`src/rtl/mesa_nib_decode.sv`:
```
// Mesa-Bus Wi nibble-to-byte decoder: local delivery for slot 00/FF, slot-decremented forwarding otherwise.
// Byte processed two cycles after its low nibble; one-byte Wo holding register, drops and flags overflow while busy.
module mesa_nib_decode (
    input  logic       clk,
    input  logic       reset,
    input  logic       mesa_wi_flush,
    input  logic       mesa_wi_nib_en,
    input  logic [3:0] mesa_wi_nib_d,
    output logic       mesa_wo_byte_en,
    output logic [7:0] mesa_wo_byte_d,
    input  logic       mesa_wo_busy,
    output logic       loc_start,
    output logic [3:0] loc_subslot,
    output logic [3:0] loc_cmd,
    output logic       loc_byte_en,
    output logic [7:0] loc_byte_d,
    output logic       loc_done,
    output logic       pkt_active,
    output logic       wo_overflow
);
    localparam logic [7:0] PREAMBLE = 8'hF0;

    typedef enum logic [2:0] {ST_IDLE, ST_SLOT, ST_HDR, ST_LEN, ST_PAYLOAD} state_t;
    state_t state;

    logic       nib_en_q;
    logic [3:0] nib_d_q;
    logic       nib_phase;
    logic [3:0] nib_hi;
    logic       byte_vld;
    logic [7:0] byte_dat;

    logic       pkt_loc;
    logic       pkt_fwd;
    logic [7:0] hdr_q;
    logic [7:0] cnt;
    logic       loc_done_pend;

    logic       hold_full;
    logic       hold_tent;
    logic       pre_lost;
    logic [7:0] hold_dat;

    logic       byte_go;
    logic       slot_loc;
    logic       slot_fwd;
    logic       pre_load;
    logic       fwd_load;
    logic [7:0] fwd_byte;
    logic       hold_issue;
    logic       hold_accept;

    always_ff @(posedge clk or negedge reset) begin
        if (!reset) begin
            nib_en_q  <= 1'b0;
            nib_d_q   <= 4'h0;
            nib_phase <= 1'b0;
            nib_hi    <= 4'h0;
            byte_vld  <= 1'b0;
            byte_dat  <= 8'h00;
        end else if (mesa_wi_flush) begin
            nib_en_q  <= 1'b0;
            nib_phase <= 1'b0;
            byte_vld  <= 1'b0;
        end else begin
            nib_en_q <= mesa_wi_nib_en;
            nib_d_q  <= mesa_wi_nib_d;
            byte_vld <= 1'b0;
            if (nib_en_q) begin
                if (!nib_phase) begin
                    nib_hi <= nib_d_q;
                end else begin
                    byte_dat <= {nib_hi, nib_d_q};
                    byte_vld <= 1'b1;
                end
                nib_phase <= ~nib_phase;
            end
        end
    end

    // The preamble is parked tentatively until the slot byte says whether the packet leaves on Wo;
    // a forward slot releases it in the same cycle the decremented slot is loaded behind it.
    always_comb begin
        byte_go  = byte_vld & ~mesa_wi_flush;
        slot_loc = (byte_dat == 8'h00) || (byte_dat == 8'hFF);
        slot_fwd = byte_go && (state == ST_SLOT) && (byte_dat != 8'h00);
        pre_load = byte_go && (state == ST_IDLE) && (byte_dat == PREAMBLE);
        fwd_load = pre_load;
        fwd_byte = PREAMBLE;
        if (slot_fwd) begin
            fwd_load = 1'b1;
            fwd_byte = (byte_dat == 8'hFF) ? 8'hFF : byte_dat - 8'd1;
        end else if (byte_go && pkt_fwd &&
                     (state == ST_HDR || state == ST_LEN || state == ST_PAYLOAD)) begin
            fwd_load = 1'b1;
            fwd_byte = byte_dat;
        end
        hold_issue  = hold_full && !mesa_wo_busy && !mesa_wo_byte_en && (!hold_tent || slot_fwd);
        hold_accept = !hold_full || hold_issue;
    end

    always_ff @(posedge clk or negedge reset) begin
        if (!reset) begin
            mesa_wo_byte_en <= 1'b0;
            mesa_wo_byte_d  <= 8'h00;
            hold_full       <= 1'b0;
            hold_tent       <= 1'b0;
            hold_dat        <= 8'h00;
            pre_lost        <= 1'b0;
            wo_overflow     <= 1'b0;
        end else begin
            mesa_wo_byte_en <= hold_issue;
            if (hold_issue) begin
                mesa_wo_byte_d <= hold_dat;
                hold_full      <= 1'b0;
            end
            if (hold_tent && (mesa_wi_flush || (byte_go && state == ST_SLOT))) begin
                hold_tent <= 1'b0;
                if (!slot_fwd)
                    hold_full <= 1'b0;
            end
            if (fwd_load) begin
                if (hold_accept) begin
                    hold_full <= 1'b1;
                    hold_dat  <= fwd_byte;
                    hold_tent <= pre_load;
                end else if (!pre_load) begin
                    wo_overflow <= 1'b1;
                end
            end
            if (pre_load)
                pre_lost <= !hold_accept;
            if (slot_fwd && pre_lost)
                wo_overflow <= 1'b1;
        end
    end

    always_ff @(posedge clk or negedge reset) begin
        if (!reset) begin
            state         <= ST_IDLE;
            pkt_active    <= 1'b0;
            pkt_loc       <= 1'b0;
            pkt_fwd       <= 1'b0;
            hdr_q         <= 8'h00;
            cnt           <= 8'h00;
            loc_done_pend <= 1'b0;
            loc_start     <= 1'b0;
            loc_subslot   <= 4'h0;
            loc_cmd       <= 4'h0;
            loc_byte_en   <= 1'b0;
            loc_byte_d    <= 8'h00;
            loc_done      <= 1'b0;
        end else begin
            loc_start     <= 1'b0;
            loc_byte_en   <= 1'b0;
            loc_done      <= loc_done_pend;
            loc_done_pend <= 1'b0;
            if (mesa_wi_flush) begin
                state      <= ST_IDLE;
                pkt_active <= 1'b0;
                loc_done   <= 1'b0;
            end else if (byte_vld) begin
                unique case (state)
                    ST_IDLE: begin
                        if (byte_dat == PREAMBLE) begin
                            state      <= ST_SLOT;
                            pkt_active <= 1'b1;
                        end
                    end
                    ST_SLOT: begin
                        pkt_loc <= slot_loc;
                        pkt_fwd <= (byte_dat != 8'h00);
                        state   <= ST_HDR;
                    end
                    ST_HDR: begin
                        hdr_q <= byte_dat;
                        state <= ST_LEN;
                    end
                    ST_LEN: begin
                        cnt <= byte_dat;
                        if (pkt_loc) begin
                            loc_start     <= 1'b1;
                            loc_subslot   <= hdr_q[7:4];
                            loc_cmd       <= hdr_q[3:0];
                            loc_done_pend <= (byte_dat == 8'h00);
                        end
                        if (byte_dat == 8'h00) begin
                            state      <= ST_IDLE;
                            pkt_active <= 1'b0;
                        end else begin
                            state <= ST_PAYLOAD;
                        end
                    end
                    ST_PAYLOAD: begin
                        cnt <= cnt - 8'd1;
                        if (pkt_loc) begin
                            loc_byte_en <= 1'b1;
                            loc_byte_d  <= byte_dat;
                        end
                        if (cnt == 8'd1) begin
                            loc_done   <= pkt_loc;
                            state      <= ST_IDLE;
                            pkt_active <= 1'b0;
                        end
                    end
                    default: begin
                        state      <= ST_IDLE;
                        pkt_active <= 1'b0;
                    end
                endcase
            end
        end
    end
endmodule

```
`config.mk`:
```
export PLATFORM = sky130hd
export DESIGN_NAME = mesa_nib_decode
export DESIGN_NICKNAME = d
export VERILOG_FILES = /design/src/rtl/mesa_nib_decode.sv
export SDC_FILE = /design/constraint.sdc
export NUM_CORES = 1
export LEC_CHECK = 0
export CAP_MARGIN = 10
export CORE_MARGIN = 2
export CORE_UTILIZATION = 56
export DETAILED_ROUTE_END_ITERATION = 6
export HOLD_SLACK_MARGIN = 0.06
export PLACE_DENSITY = 0.88
export SYNTH_ARGS = -nofsm -noshare
export SYNTH_HDL_FRONTEND = slang
export SYNTH_SLANG_ARGS = --single-unit
```
`constraint.sdc`:
```
create_clock -name clk -period 3.1 [get_ports clk]
set_clock_uncertainty 0.2 [all_clocks]
set_input_delay 0.31 -clock clk [delete_from_list [all_inputs] [get_ports clk]]
set_output_delay 0.31 -clock clk [all_outputs]
set_load 0.01 [all_outputs]
```
After elaboration in Yosys (flattened, before gate mapping). Cells that the tools add are included.

Bitwise operators: 3. Eq/ne operators: 13. Reductions and logical operators: 41. Mux-type cells: 51. Add/sub/neg operators: 2.

Operator list (number): $mux 1 (40); $mux 8 (3); $reduce_and 3->1 (7); $eq 8x8->1 const B (2); $pmux 8 s2 (1); $sub 8x1->8 const B (2); $mux 3 (5); $pmux 3 s5 (1); $logic_and 1x1->1 (11); $eq 8x1->1 const B (1); $logic_not 8->1 (1); $reduce_and 4->1 (2); $reduce_bool 2->1 (4); $reduce_bool 8->1 (1); $eq 3x2->1 const B (2); $logic_or 1x1->1 (6); $ne 2x1->1 const B (3); $ne 3x2->1 const B (2); $logic_not 1->1 (5); $reduce_and 5->1 (1); $pmux 1 s4 (1); $eq 3x1->1 const B (1); $eq 3x3->1 const B (1); $logic_not 3->1 (1); 5 further kinds (6).

Bits in registers: 82. Bits of input ports: 9.

Longest topological paths before layout. Gate-level depths: netlist of the first run.

Depth in word-level cells: 11. Gate-level depth with buffers: 8.

Worst setup path after synthesis of the first run. Ideal clock, no wire load.

Kind: reg-to-reg. Start: reg byte_dat[0]. End: reg hold_dat[2]. Stages on the path, launching flop included: 8. Library setup time: 0.125 ns. Arrival: 2.259 ns. Period minus slack after synthesis: 2.584 ns. Path buffers: 1. Setup slack: 0.516 ns. Cells stage by stage: dfrtp_1 -> inv_1 -> ha_1 -> or4b_4 -> buf_6 -> o211a_4 -> a22oi_4 -> mux2_4.

Word-level cells in the longest chain between the ends: 6. Elaborated cells between the ends (all ways): 14. Classes of those cells: 1 x add/sub; 2 x eq/ne; 4 x mux; 7 x reduce/logical.

RTL lines: from (decl) (line 31) `logic [7:0] byte_dat;`; from (signal assigned) (line 73) `byte_dat <= {nib_hi, nib_d_q};`; branches (longest 6 deep; another with $sub 8x1->8); to (signal assigned) (line 125) `hold_dat <= fwd_byte;`; to (decl) (line 42) `logic [7:0] hold_dat;`.

Several ways; the timed one is not identified. A chain may end at the register's enable or synchronous reset.

Worst setup path in the final report of the first run.
Start: reg byte_dat[0]. End: reg hold_dat[3].

The elaborated chain is that of the path after synthesis.

==> results of run 1 <==
## state kept, by name, summed over array words and instances (netlist names), 3 cells and up
| signal | flops |
|---|---|
| loc_subslot | 4 |
| loc_byte_d | 8 |
| cnt | 8 |
| loc_cmd | 4 |
| hold_dat | 8 |
| hdr_q | 8 |
| state | 3 |
| mesa_wo_byte_d | 8 |
| byte_dat | 8 |
| nib_d_q | 4 |
| nib_hi | 4 |
## critical path, delay by kind of cell (launching register included)
kind	cells	cell delay, ps
buf+inv	1	200
compound gates	2	700
simple gates	1	540
flops	1	450
mux	1	340
fa+ha+maj	1	240
## area by class of cell
type,instances,area share (%)
clock buffers,11,3.20
clock inverters,4,1.19
inverters,8,0.679
multi-input cells,226,36.3
flip-flops and latches,82,46.4
well taps,77,2.18
repair buffers,47,10.1
## synth_stat cells (3+ instances only)
library cell  instances
mux2_2               30
nand3_1               8
a21oi_1              12
inv_1                 8
nor2b_1               4
o21ai_0              30
nor3_1                8
nand3b_1              5
dfrtp_1              82
o22ai_1               3
nor2_1               21
ha_1                  4
nand2_1              37
a22oi_1               3
mux2_4                8
o31ai_1               3
clkbuf_1             13
mux2_1                8
## timing repair
| item | CTS | global route |
|---|---|---|
| hold buffers | 1 | 0 |
| hold endpoints to repair | 82 | 0 |
| gates resized for setup | 0 | 0 |
## routing by layer
layer	vias up	GRT usage (%)	routed length, um
li1	1269	-	-
met1	1357	32.7	3530
met2	98	38.1	3930
met3	23	5.58	445
met4	0	13.1	248
met5	-	0	0
## stage by stage
stage	cell area [um^2]	setup slack, ps
floorplan	3770	516
CTS	4420	311
global route	4420	180
detailed placement	4220	346
finish	4420	323
global placement	4220	431
## logic make-up (layout without fill, tap and decap cells)
logic type	count (synthesis)	after routing	share of synthesized area [%]
AOI/OAI and AO/OA	72	72	12.5
xor gates and xnor gates	2	2	0.465
adders and majority gates	4	4	1.33
buffers and inverters	26	70	3.05
DFF	82	82	54.4
muxes	47	47	14.8
and+or+nand+nor	101	101	13.4
## worst max path at each step
stage / start / to / slack (ps) / depth (start not counted)
after detailed placement: byte_dat[1] / hold_dat[2] / 350 / 6
after global placement: mesa_wi_flush / hold_dat[0] / 430 / 6
final: byte_dat[0] / hold_dat[3] / 320 / 6
after floorplan: byte_dat[0] / hold_dat[2] / 520 / 7
after CTS: byte_dat[0] / hold_dat[3] / 310 / 6
after global routing: byte_dat[0] / mesa_wo_byte_d[0] / 180 / 6
## power groups by stage
stage               Sequential, mW  Combinational (mW)  Clock [mW]
finish                        1.22               0.295       0.773
global route                  1.22               0.330       0.821
CTS                           1.22               0.294       0.775
detailed placement            1.24               0.291           0
global placement              1.23               0.276           0
floorplan                     1.17               0.236           0
==> metrics.md, run 1 <==
| Metric | Value |
|---|---|
| Synth top area share | 54.4% |
| Synth Cell Area | 0.00377 mm^2 |
| Maximum fanout along the worst path | 9 |
| Syn Area/Cell | 11.3 um^2 |
| Crit path largest cell delay | 540 ps |
| Worst slew margin | 33.6% |
| Hold Path Depth | 2 |
| Setup Crit Path Kind | reg -> reg |
| Final setup vio count | 0 |
| VDD IR-drop max | 0.480 mV |
| Seq/Total Area, Yosys | 54.4% |
| GRT overflow | 0 |
| Chip height | 86.1 um |
| IO buf count | 38 |
| Number of setup buffers added after CTS | 0 |
| Clk pwr share | 33.8% |
| First-pass GRT wire length | 14,000 um |
| CTS max path bufs | 2 |
| Status | finished, final reports clean |
| Maximum clock frequency | 0.360 GHz |
| Slowest cell on crit path | or4b_4 |
| P_leak | 2.07 nW |
| Switching portion of total power | 28.6% |
| CTS tree | done |
| Root Buffer | clkbuf_8 |
| Diode count | 0 |
| DRT iter0 DRCs | 275 |
| Top cells by area, synth | dfrtp_1 (54%), mux2_2 (9.0%), o21ai_0 (4.0%), nand2_1 (3.7%), mux2_4 (3.2%) |
| Pin count of the biggest net entering global routing | 83 |
| Final worst hold slack | 280 ps |
| Detailed-route DRC error count | 0 |
| Total power | 2.29 mW |
| Antenna violations before repair | 0 |
| Worst Reg-to-Reg Cells | 6 |
| Vias | 2,747 |
| DP Cell Count | 439 |
| Detailed Place HPWL | 5360 um |
| Final period utilization | 89.6% |
| Antenna Nets Post-Route | 0 |
| Later-pin clock latency in the skew report | 360 ps |
| Worst Hold End | byte_dat[7] |
| Clock-pin slew on the worst setup and hold paths | 80 ps |
| Max Cap Viol | 0 |
| RSZ-0062 raised after global routing | no |
| IO Pins | 39 |
| Count of cell types in the netlist | 53 |
| Core area | 0.00642 mm^2 |
| Critical R2R Launch | byte_dat[0] |
| Area Overhead vs Synth | 17.3% |
| CTS Buf Count | 9 |
| DRT Wirelength | 8160 um |
| Layout cell share with drive strength beyond 1 | 19.0% |
| 1st-pass router iterations | 4 |
| Htree depth | 3 |
| GRT Overall Usage | 24.7% |
| Reg power frac | 53.3% |
| FF+latch area | 0.00205 mm^2 |
| Starting Density | 58.7% |
| # fillers | 437 |
| Worst hold start | nib_hi[3] |
| Measured slew at the worst slew-check pin | 996 ps |
| Die boundary width | 86.1 um |
| FF+latch count, synth | 82 |
| Most common cell after layout, fill and taps aside | dfrtp_1 |
| Via/cell ratio | 6.04 |
| Area of the multi-input gates | 0.00160 mm^2 |
| Final Util | 68.9% |
| FFs w/ async S/R, synth | 100% |
| Worst-path cell chain | inv_1, ha_1, or4b_4, o211a_4, a22oi_4, mux2_4 |
| Post-synth EDFFs | 0 |
| Pwr/cell area | 517 mW/mm^2 |
| Worst Path Arrival | 2820 ps |
| Switching power total | 654 uW |
| R2r endpoint | hold_dat[3] |
| DIE AREA | 0.00741 mm^2 |
| Startpoint Class | register |
| Fin. max-slew vios | 0 |
| Leading cell types in the layout, fill and taps excluded | dfrtp_1 (82), nand2_1 (37), clkdlybuf4s50_1 (37), o21ai_0 (30), mux2_2 (30) |
| Pint | 1.63 mW |
| Final hold vios | 0 |
| Clock sinks | 82 |
| Worst min path class | reg -> reg |
| CP Data Required Time | 3140 ps |
| Mapped Cells | 334 |
| Post-Syn Nets | 347 |
| WL per Instance | 17.9 um |
| Worst R2R Setup Slack | 320 ps |
| Post-route insts no fill | 455 |
| Row count | 29 |
| Final net count | 387 |
| Largest area contributor in the netlist | dfrtp_1 |
| Synth Warn # | 0 |
| Number of global-route vias before repair | 2,843 |
| Logic pwr share | 12.9% |
| Ys flop type | dfrtp_1 |
| Fin Setup TNS | 0 ps |
| Final min period | 2780 ps |
| Worst Setup End Kind | register |
| Final RePlAce weighted congestion | 0.887 |
Note: power is estimated with default switching activity, not from simulation.
==> run 2: changes to the inputs <==
Settings changed: SETUP_SLACK_MARGIN from default to 0.02.
==> results of run 2 <==
The final DEF is identical to that of run 1; final timing and power are the same.
==> run 3: changes to the inputs <==
Settings changed: TNS_END_PERCENT from default to 1.
==> results of run 3 <==
The final DEF is identical to that of run 1; final timing and power are the same.
